File: config.mk
export PLATFORM = sky130hd
export DESIGN_NAME = ex_muldiv_unit
export DESIGN_NICKNAME = d
export VERILOG_FILES = /design/src/rtl/ex_muldiv_unit.sv
export SDC_FILE = /design/constraint.sdc
export NUM_CORES = 1
export LEC_CHECK = 0
export CORE_ASPECT_RATIO = 0.9
export CORE_MARGIN = 8
export CORE_UTILIZATION = 40
export CTS_BUF_LIST = sky130_fd_sc_hd__clkbuf_8
export DETAILED_ROUTE_END_ITERATION = 12
export SLEW_MARGIN = 40
export SYNTH_ARGS = -nofsm -noshare
export SYNTH_HDL_FRONTEND = slang
export SYNTH_SLANG_ARGS = --single-unit
export TNS_END_PERCENT = 10
File: constraint.sdc
create_clock -name clk -period 6 [get_ports clk]
set_input_delay 0.9 -clock clk [delete_from_list [all_inputs] [get_ports clk]]
set_output_delay 0.9 -clock clk [all_outputs]
set_load 0.03 [all_outputs]
File: src/rtl/ex_muldiv_unit.sv
// Iterative RV32M multiply/divide unit: shift-add multiply and restoring divide,
// one bit per cycle, with sign handling done on magnitudes at launch and finish.
module ex_muldiv_unit #(
    parameter int WIDTH = 32
) (
    input  logic             clk,
    input  logic             reset,
    input  logic             start,
    input  logic             flush,
    input  logic [2:0]       op,
    input  logic [WIDTH-1:0] A,
    input  logic [WIDTH-1:0] N,
    output logic             busy,
    output logic             done,
    output logic [WIDTH-1:0] result
);

    localparam int CW = $clog2(WIDTH);
    localparam logic [CW-1:0] CNT_LAST = CW'(WIDTH - 1);
    localparam logic [WIDTH-1:0] MIN_NEG = {1'b1, {(WIDTH-1){1'b0}}};

    localparam logic [1:0] S_IDLE = 2'd0;
    localparam logic [1:0] S_CALC = 2'd1;
    localparam logic [1:0] S_DONE = 2'd2;

    localparam logic [2:0] OP_MUL  = 3'b000;
    localparam logic [2:0] OP_MULH = 3'b001;
    localparam logic [2:0] OP_MULHSU = 3'b010;
    localparam logic [2:0] OP_DIV  = 3'b100;
    localparam logic [2:0] OP_REM  = 3'b110;

    function automatic logic [WIDTH-1:0] cneg_w(input logic [WIDTH-1:0] v, input logic en);
        return en ? (~v + 1'b1) : v;
    endfunction

    function automatic logic [2*WIDTH-1:0] cneg_2w(input logic [2*WIDTH-1:0] v, input logic en);
        return en ? (~v + 1'b1) : v;
    endfunction

    logic [1:0]       state_q, state_d;
    logic [CW-1:0]    cnt_q, cnt_d;
    logic [2:0]       op_q, op_d;
    logic             neg_q, neg_d;
    // acc holds the product high half (multiply) or partial remainder (divide);
    // lo holds the multiplier (multiply) or the dividend/quotient (divide).
    logic [WIDTH-1:0] acc_q, acc_d;
    logic [WIDTH-1:0] lo_q, lo_d;
    logic [WIDTH-1:0] b_q, b_d;
    logic [WIDTH-1:0] result_q, result_d;

    logic             sa, sn, signed_a, signed_n;
    logic [WIDTH-1:0] abs_a, abs_n;
    logic             div_zero, div_ovf;
    logic [WIDTH-1:0] special_res;

    logic [WIDTH:0]     mul_sum;
    logic [WIDTH-1:0]   mul_hi_n, mul_lo_n;
    logic [2*WIDTH-1:0] prod_s;
    logic [WIDTH:0]     div_shift, div_diff;
    logic               div_ok;
    logic [WIDTH-1:0]   div_rem_n, div_quo_n;
    logic [WIDTH-1:0]   final_res;

    always_comb begin
        signed_a = (op == OP_MUL) || (op == OP_MULH) || (op == OP_MULHSU)
                || (op == OP_DIV) || (op == OP_REM);
        signed_n = (op == OP_MUL) || (op == OP_MULH) || (op == OP_DIV) || (op == OP_REM);
        sa       = signed_a & A[WIDTH-1];
        sn       = signed_n & N[WIDTH-1];
        abs_a    = cneg_w(A, sa);
        abs_n    = cneg_w(N, sn);
        div_zero = op[2] && (N == '0);
        div_ovf  = ((op == OP_DIV) || (op == OP_REM)) && (A == MIN_NEG) && (N == '1);
        if (div_zero) begin
            special_res = op[1] ? A : '1;
        end else begin
            special_res = op[1] ? '0 : MIN_NEG;
        end
    end

    // One iteration of each algorithm; only the one selected by op_q is committed.
    always_comb begin
        mul_sum   = {1'b0, acc_q} + (lo_q[0] ? {1'b0, b_q} : '0);
        mul_hi_n  = mul_sum[WIDTH:1];
        mul_lo_n  = {mul_sum[0], lo_q[WIDTH-1:1]};
        prod_s    = cneg_2w({mul_hi_n, mul_lo_n}, neg_q);

        div_shift = {acc_q, lo_q[WIDTH-1]};
        div_diff  = div_shift - {1'b0, b_q};
        div_ok    = ~div_diff[WIDTH];
        div_rem_n = div_ok ? div_diff[WIDTH-1:0] : div_shift[WIDTH-1:0];
        div_quo_n = {lo_q[WIDTH-2:0], div_ok};

        if (op_q[2]) begin
            final_res = cneg_w(op_q[1] ? div_rem_n : div_quo_n, neg_q);
        end else if (op_q == OP_MUL) begin
            final_res = prod_s[WIDTH-1:0];
        end else begin
            final_res = prod_s[2*WIDTH-1:WIDTH];
        end
    end

    always_comb begin
        state_d  = state_q;
        cnt_d    = cnt_q;
        op_d     = op_q;
        neg_d    = neg_q;
        acc_d    = acc_q;
        lo_d     = lo_q;
        b_d      = b_q;
        result_d = result_q;
        if (flush) begin
            state_d = S_IDLE;
        end else begin
            case (state_q)
                S_IDLE, S_DONE: begin
                    if (start) begin
                        op_d  = op;
                        neg_d = (op[2] && op[1]) ? sa : (sa ^ sn);
                        cnt_d = '0;
                        acc_d = '0;
                        lo_d  = op[2] ? abs_a : abs_n;
                        b_d   = op[2] ? abs_n : abs_a;
                        if (div_zero || div_ovf) begin
                            result_d = special_res;
                            state_d  = S_DONE;
                        end else begin
                            state_d  = S_CALC;
                        end
                    end else begin
                        state_d = S_IDLE;
                    end
                end
                S_CALC: begin
                    cnt_d = cnt_q + CW'(1);
                    acc_d = op_q[2] ? div_rem_n : mul_hi_n;
                    lo_d  = op_q[2] ? div_quo_n : mul_lo_n;
                    if (cnt_q == CNT_LAST) begin
                        result_d = final_res;
                        state_d  = S_DONE;
                    end
                end
                default: state_d = S_IDLE;
            endcase
        end
    end

    always_ff @(posedge clk or posedge reset) begin
        if (reset) begin
            state_q  <= S_IDLE;
            cnt_q    <= '0;
            op_q     <= '0;
            neg_q    <= 1'b0;
            acc_q    <= '0;
            lo_q     <= '0;
            b_q      <= '0;
            result_q <= '0;
        end else begin
            state_q  <= state_d;
            cnt_q    <= cnt_d;
            op_q     <= op_d;
            neg_q    <= neg_d;
            acc_q    <= acc_d;
            lo_q     <= lo_d;
            b_q      <= b_d;
            result_q <= result_d;
        end
    end

    assign busy   = (state_q == S_CALC);
    assign done   = (state_q == S_DONE);
    assign result = result_q;

endmodule

Word-level counts from Yosys, hierarchy flattened
Cells that the tools add are included.
{"block": "word_totals", "register_bits": 139, "latchBits": 0, "mem_bits_rw": 0, "romBits": 0, "output_inout_bits": 34, "elab_cells": 90, "n_memories": 0}
{"block": "classes", "add_sub_neg": 7, "mul": 0, "div": 0, "magnitude_cmp": 0, "eq_ne": 13, "n_shift": 0, "muxes": 32, "bitwise": 9, "reduce_logical": 21}
{"op": "32-bit two-way mux", "count": 20}
{"op": "32-bit case mux with 2 select lines", "count": 3}
{"op": "32-bit by 1-bit adder with 32-bit output, second input constant", "count": 3}
{"op": "32-bit NOT", "count": 3}
{"op": "64-bit by 1-bit adder with 64-bit output, second input constant", "count": 1}
{"op": "32-bit equality test, second input constant", "count": 2}
{"op": "64-bit two-way mux", "count": 1}
{"op": "64-bit NOT", "count": 1}
{"op": "32-bit by 32-bit adder with 33-bit output", "count": 1}
{"op": "33-bit by 32-bit subtractor with 33-bit output", "count": 1}
{"op": "32-bit zero test", "count": 1}
{"op": "5-bit case mux with 2 select lines", "count": 1}
{"op": "1-bit logical OR", "count": 8}
{"op": "2-bit two-way mux", "count": 4}
{"op": "3-bit equality test, second input constant", "count": 2}
{"op": "3-bit zero test", "count": 2}
{"op": "3-bit AND reduction", "count": 2}
{"op": "5-bit by 1-bit adder with 5-bit output, second input constant", "count": 1}
{"op": "5-bit equality test, second input constant", "count": 1}
{"op": "5-bit two-way mux", "count": 1}
{"op": "5-bit AND reduction", "count": 1}
{"op": "1-bit logical AND", "count": 4}
{"op": "2-bit != test, second input constant", "count": 2}
{"op": "2-bit case mux with 2 select lines", "count": 1}
{"op": "13 further kinds", "count": 15}

Longest topological paths before layout
{"block": "logic_depth", "ltp_word": 10, "ltp_mapped": 22}

Least setup slack after synthesis
No wires, ideal clock.
{"block": "synth_path", "path_type": "reg2reg", "from": "reg lo_q[31]", "to": "reg result_q[26], in the netlist result[26]", "setup_time_ns": 0.130, "t_arrival_ns": 4.717, "required_time_ns": 5.870, "path_slack_ns": 1.153, "stages_incl_launch_ff": 23, "n_path_buf": 2, "synth_period_minus_slack_ns": 4.847, "cell_sequence": "dfrtp_1 clkbuf_1 inv_1 ha_1 inv_1 fa_1 a211oi_2 o31ai_4 o211a_4 o21ai_4 a21boi_2 nor2_2 clkbuf_1 a21oi_1 a31oi_1 ha_1 inv_1 a211oi_2 nand4_1 or4_4 o311a_1 o21ai_1 a31oi_1"}
{"block": "synth_via", "elab_chain_cells": 9, "elab_cells_between_ends": 14, "classes_between": "3 x add/sub; 8 x mux; 3 x bitwise"}
{"item": "start: declaration", "line_no": "47", "source": "logic [WIDTH-1:0] lo_q, lo_d;"}
{"item": "start signal: assignment", "line_no": "164", "source": "lo_q <= lo_d;"}
{"item": "33-bit by 32-bit subtractor with 33-bit output", "line_no": "89", "source": "div_diff = div_shift - {1'b0, b_q};"}
{"item": "32-bit two-way mux / 1-bit NOT (equally long branches)", "line_no": "91, 90"}
{"item": "32-bit two-way mux", "line_no": "95", "source": "final_res = cneg_w(op_q[1] ? div_rem_n : div_quo_n, neg_q);"}
{"item": "32-bit NOT", "line_no": "33", "source": "return en ? (~v + 1'b1) : v;"}
{"item": "32-bit by 1-bit adder with 32-bit output", "line_no": "33"}
{"item": "32-bit two-way mux", "line_no": "33"}
{"item": "32-bit two-way mux (*)", "line_no": "94", "source": "if (op_q[2]) begin"}
{"item": "32-bit two-way mux (*)", "line_no": "138", "source": "if (cnt_q == CNT_LAST) begin"}
{"item": "32-bit case mux with 2 select lines (*)", "line_no": "115", "source": "case (state_q)"}
{"item": "end signal: assignment", "line_no": "166", "source": "result_q <= result_d;"}
{"item": "end: declaration", "line_no": "49", "source": "logic [WIDTH-1:0] result_q, result_d;"}
Mark *: on every way between the ends. The rest lies on a longest branch, timed or not. The select of a mux whose other input is x is not followed.
A chain may end at the register's enable or synchronous reset.

Final worst setup path
{"block": "layout_path", "from": "reg b_q[31]", "to": "reg result_q[28], in the netlist result[28]"}
{"block": "layout_via", "elab_chain_cells": 9, "elab_cells_between_ends": 10, "classes_between": "2 x add/sub; 6 x mux; 2 x bitwise"}
{"item": "start: declaration", "line_no": "48", "source": "logic [WIDTH-1:0] b_q, b_d;"}
{"item": "start signal: assignment", "line_no": "156", "source": "b_q <= '0;"}
{"item": "start signal: assignment", "line_no": "165", "source": "b_q <= b_d;"}
{"item": "33-bit by 32-bit subtractor with 33-bit output (*)", "line_no": "89"}
{"item": "32-bit two-way mux / 1-bit NOT (equally long branches)", "line_no": "91, 90"}
{"item": "32-bit two-way mux (*)", "line_no": "95"}
{"item": "32-bit NOT", "line_no": "33"}
{"item": "32-bit by 1-bit adder with 32-bit output", "line_no": "33"}
{"item": "32-bit two-way mux (*)", "line_no": "33"}
{"item": "32-bit two-way mux (*)", "line_no": "94"}
{"item": "32-bit two-way mux (*)", "line_no": "138"}
{"item": "32-bit case mux with 2 select lines (*)", "line_no": "115"}
Marks and branches as above.

==> out/results.ini <==
[finish]
nNetsFinal = 2567
area_growth_pct = 10.9
fin_area_um2 = 19300
final_cell_count_no_fill = 2991
multi_input_area_um2 = 13000
drive_gt1_frac = 0.0706
seq_area_um2 = 3480
antennaDiodeCount = 0
fillers = 4434

[sta]
setup_viol = 0
min_period_over_period = 0.884
fin_ws_ns = 0.696
min_period_ns = 5.30
fmax_mhz = 189
finClkSkew_ns = 0.0196
finalMaxSlewViolations = 0
tightest_slew_ns = 0.944
tns_ns = 0
hold_viol = 0
rsz0062_at_grt = false
slew_headroom = 0.364

[route]
ant_nets = 0
vias_per_cell = 6.53
avgRoutedWirePerCell_um = 27.0
remaining_drc_errors = 0
vias = 19500
wirelength_mm = 80.8
dr.pass1.iters = 6
drt_iter0_markers = 2503

[placement]
hpwl_mm = 63.1
pre_cts_ws_ns = 0.839
port_buffers = 104
placed_area_um2 = 18900
place_congestion = 1.07
place_inst = 2959

[critical_path]
arrival_ns = 5.71
worst-setup-path-type = reg -> reg
cp_slowest_cell = o21ai_0
path_max_fanout = 21
required_ns = 6.40
slowest_delay_ns = 0.74
crit_path_start_kind = register
worst-path-buf-inv = 2
endpoint_kind = register
cp_top_family = compound AO/OA/AOI/OAI gates
path_cells = inv_1, ha_1, nand2_1, o21ai_0, xor2_1, and3_4, nor2_2, a21oi_1, a31oi_1, ha_1, inv_1, a211oi_2, nand4_1, or4_4, o31a_1, xnor2_1, o211ai_1

[grt]
grt_max_degree = 92
grt_overflow = 0
grt_usage = 0.306
grt_pass1_vias = 17700
antenna_found_initial = 1
grt_pass1_wl_mm = 119

[die]
core_area_um2 = 43000
floorplan.initialDensity = 0.406
die_y_um = 214
die_area_um2 = 50500
placementRows = 72
io_pins = 105
die_x_um = 236

[power]
p_per_area_nw_per_um2 = 535
finalPower_uw = 10300
static-leakage-power_uw = 0.00766
ir_drop_v = 0.000242

[hold_path]
hp-class = reg -> reg

[synth]
postSynthCellCount = 2422
synth_cell_types = 118
synth_area_leaders = dfrtp_1, a21oi_1, o21ai_0
avgSynthCellArea_um2 = 7.20
yosysTopAreaCell = dfrtp_1
yosys_warnings = 0
syn_nets = 2566
ys.flop_type = dfrtp_1
synth_top_area_share = 0.199
synth.cell_area_um2 = 17400
ys_async_sr_fraction = 1.00
synth-edff-count = 0
ys_seq_area_frac = 0.199
synthTopCellsByCount = nand2_1, nor2_1, a21oi_1
ys_ff_latch = 139
synth.most_common_cell = nand2_1

[clock_network]
clk_latency_ns = 0.54
cts_tree = built
cts_root_buf = clkbuf_8
cts.clk_slew.worst_paths_ns = 0.10
post_cts_buffers = 0
postCtsHoldBufs = 0
cts_made_buffers = 17
clock-sinks = 139
post_cts_resized = 0
h-tree-depth = 4
clockBufferDepth = 2

[outcome]
outcome = completed

[flow_run]
cap_violations = 0

[worst register-to-register path: stages (launching register included)]
cell and delay [ns]:
dfrtp_1 0.47, inv_1 0.11, ha_1 0.40, nand2_1 0.06, o21ai_0 0.74, xor2_1 0.28
and3_4 0.37, nor2_2 0.33, a21oi_1 0.07, a31oi_1 0.26, ha_1 0.29, inv_1 0.07
a211oi_2 0.29, nand4_1 0.19, or4_4 0.62, o31a_1 0.34, xnor2_1 0.19, o211ai_1 0.10
[cells in the final DEF (no fill, tap or decap), drive strengths merged, types with 25 or more instances in the layout]
master | synthesis | routed
nand2 | 266 | 266
o31ai | 33 | 33
nand3 | 55 | 55
o211ai | 25 | 25
inv | 80 | 86
a31oi | 52 | 52
buf | 47 | 54
a21oi | 226 | 226
nand4 | 39 | 39
a211oi | 33 | 33
nor3 | 69 | 69
clkdlybuf4s50 | 0 | 103
mux2i | 61 | 61
dfrtp | 139 | 139
nor2 | 251 | 251
o21ai | 221 | 221
xnor2 | 107 | 107
and2 | 52 | 52
xor2 | 66 | 66
ha | 71 | 71
a21o | 27 | 27
[cell type report]
class,count,share of cell area
Sequential cell,139,0.180
Inverter,81,0.0160
Clock buffer,18,0.0128
Timing Repair Buffer,157,0.0754
Clock inverter,14,0.00951
Multi-Input combinational cell,2027,0.670
Tap cell,555,0.0359
[state kept, by name, indices dropped and copies added (netlist names)]
signal and flops:
neg_q 1, b_q 32, acc_q 32, lo_q 32, op_q 3, result 32
cnt_q 5, state_q 2
[metrics by stage]
step | utilization | hold WS, ns
after floorplan | - | 0.461
after global placement | 0.439 | 0.472
after detailed placement | 0.440 | 0.480
after CTS | 0.450 | 0.499
after global routing | 0.450 | 0.513
final | 0.450 | 0.493
[worst paths after layout]
path	from	end	slack (ns)	depth (start not counted)
max in group asynchronous	reset	result[21]	4.13	3
min in group asynchronous	reset	acc_q[3]	0.80	2
hold / removal	result[0]	result[0]	0.49	2
setup reg to reg	b_q[31]	result[28]	0.70	17
setup / recovery	b_q[31]	result[28]	0.70	17
hold reg to reg	result[0]	result[0]	0.49	2
[routing by layer]
metal | track usage | routed length, um
met1 | 0.429 | 35200
met2 | 0.446 | 34200
met3 | 0.0672 | 7810
met4 | 0.127 | 3570
met5 | 0 | 0
[cell families after synthesis]
| group | Yosys count | synth area share |
|---|---|---|
| buf+inv | 256 | 0.0593 |
| fa+ha+maj | 73 | 0.0532 |
| simple gates | 889 | 0.249 |
| xor+xnor | 173 | 0.0869 |
| mux | 68 | 0.0395 |
| compound gates | 824 | 0.313 |
| flops | 139 | 0.199 |
[where the power goes]
group | total [uW] | switching [uW] | internal, uW
clock | 910 | 478 | 431
combinational | 7580 | 4910 | 2670
sequential | 1850 | 608 | 1240
total | 10300 | 6000 | 4340
Power figures use the tool's default switching activity.
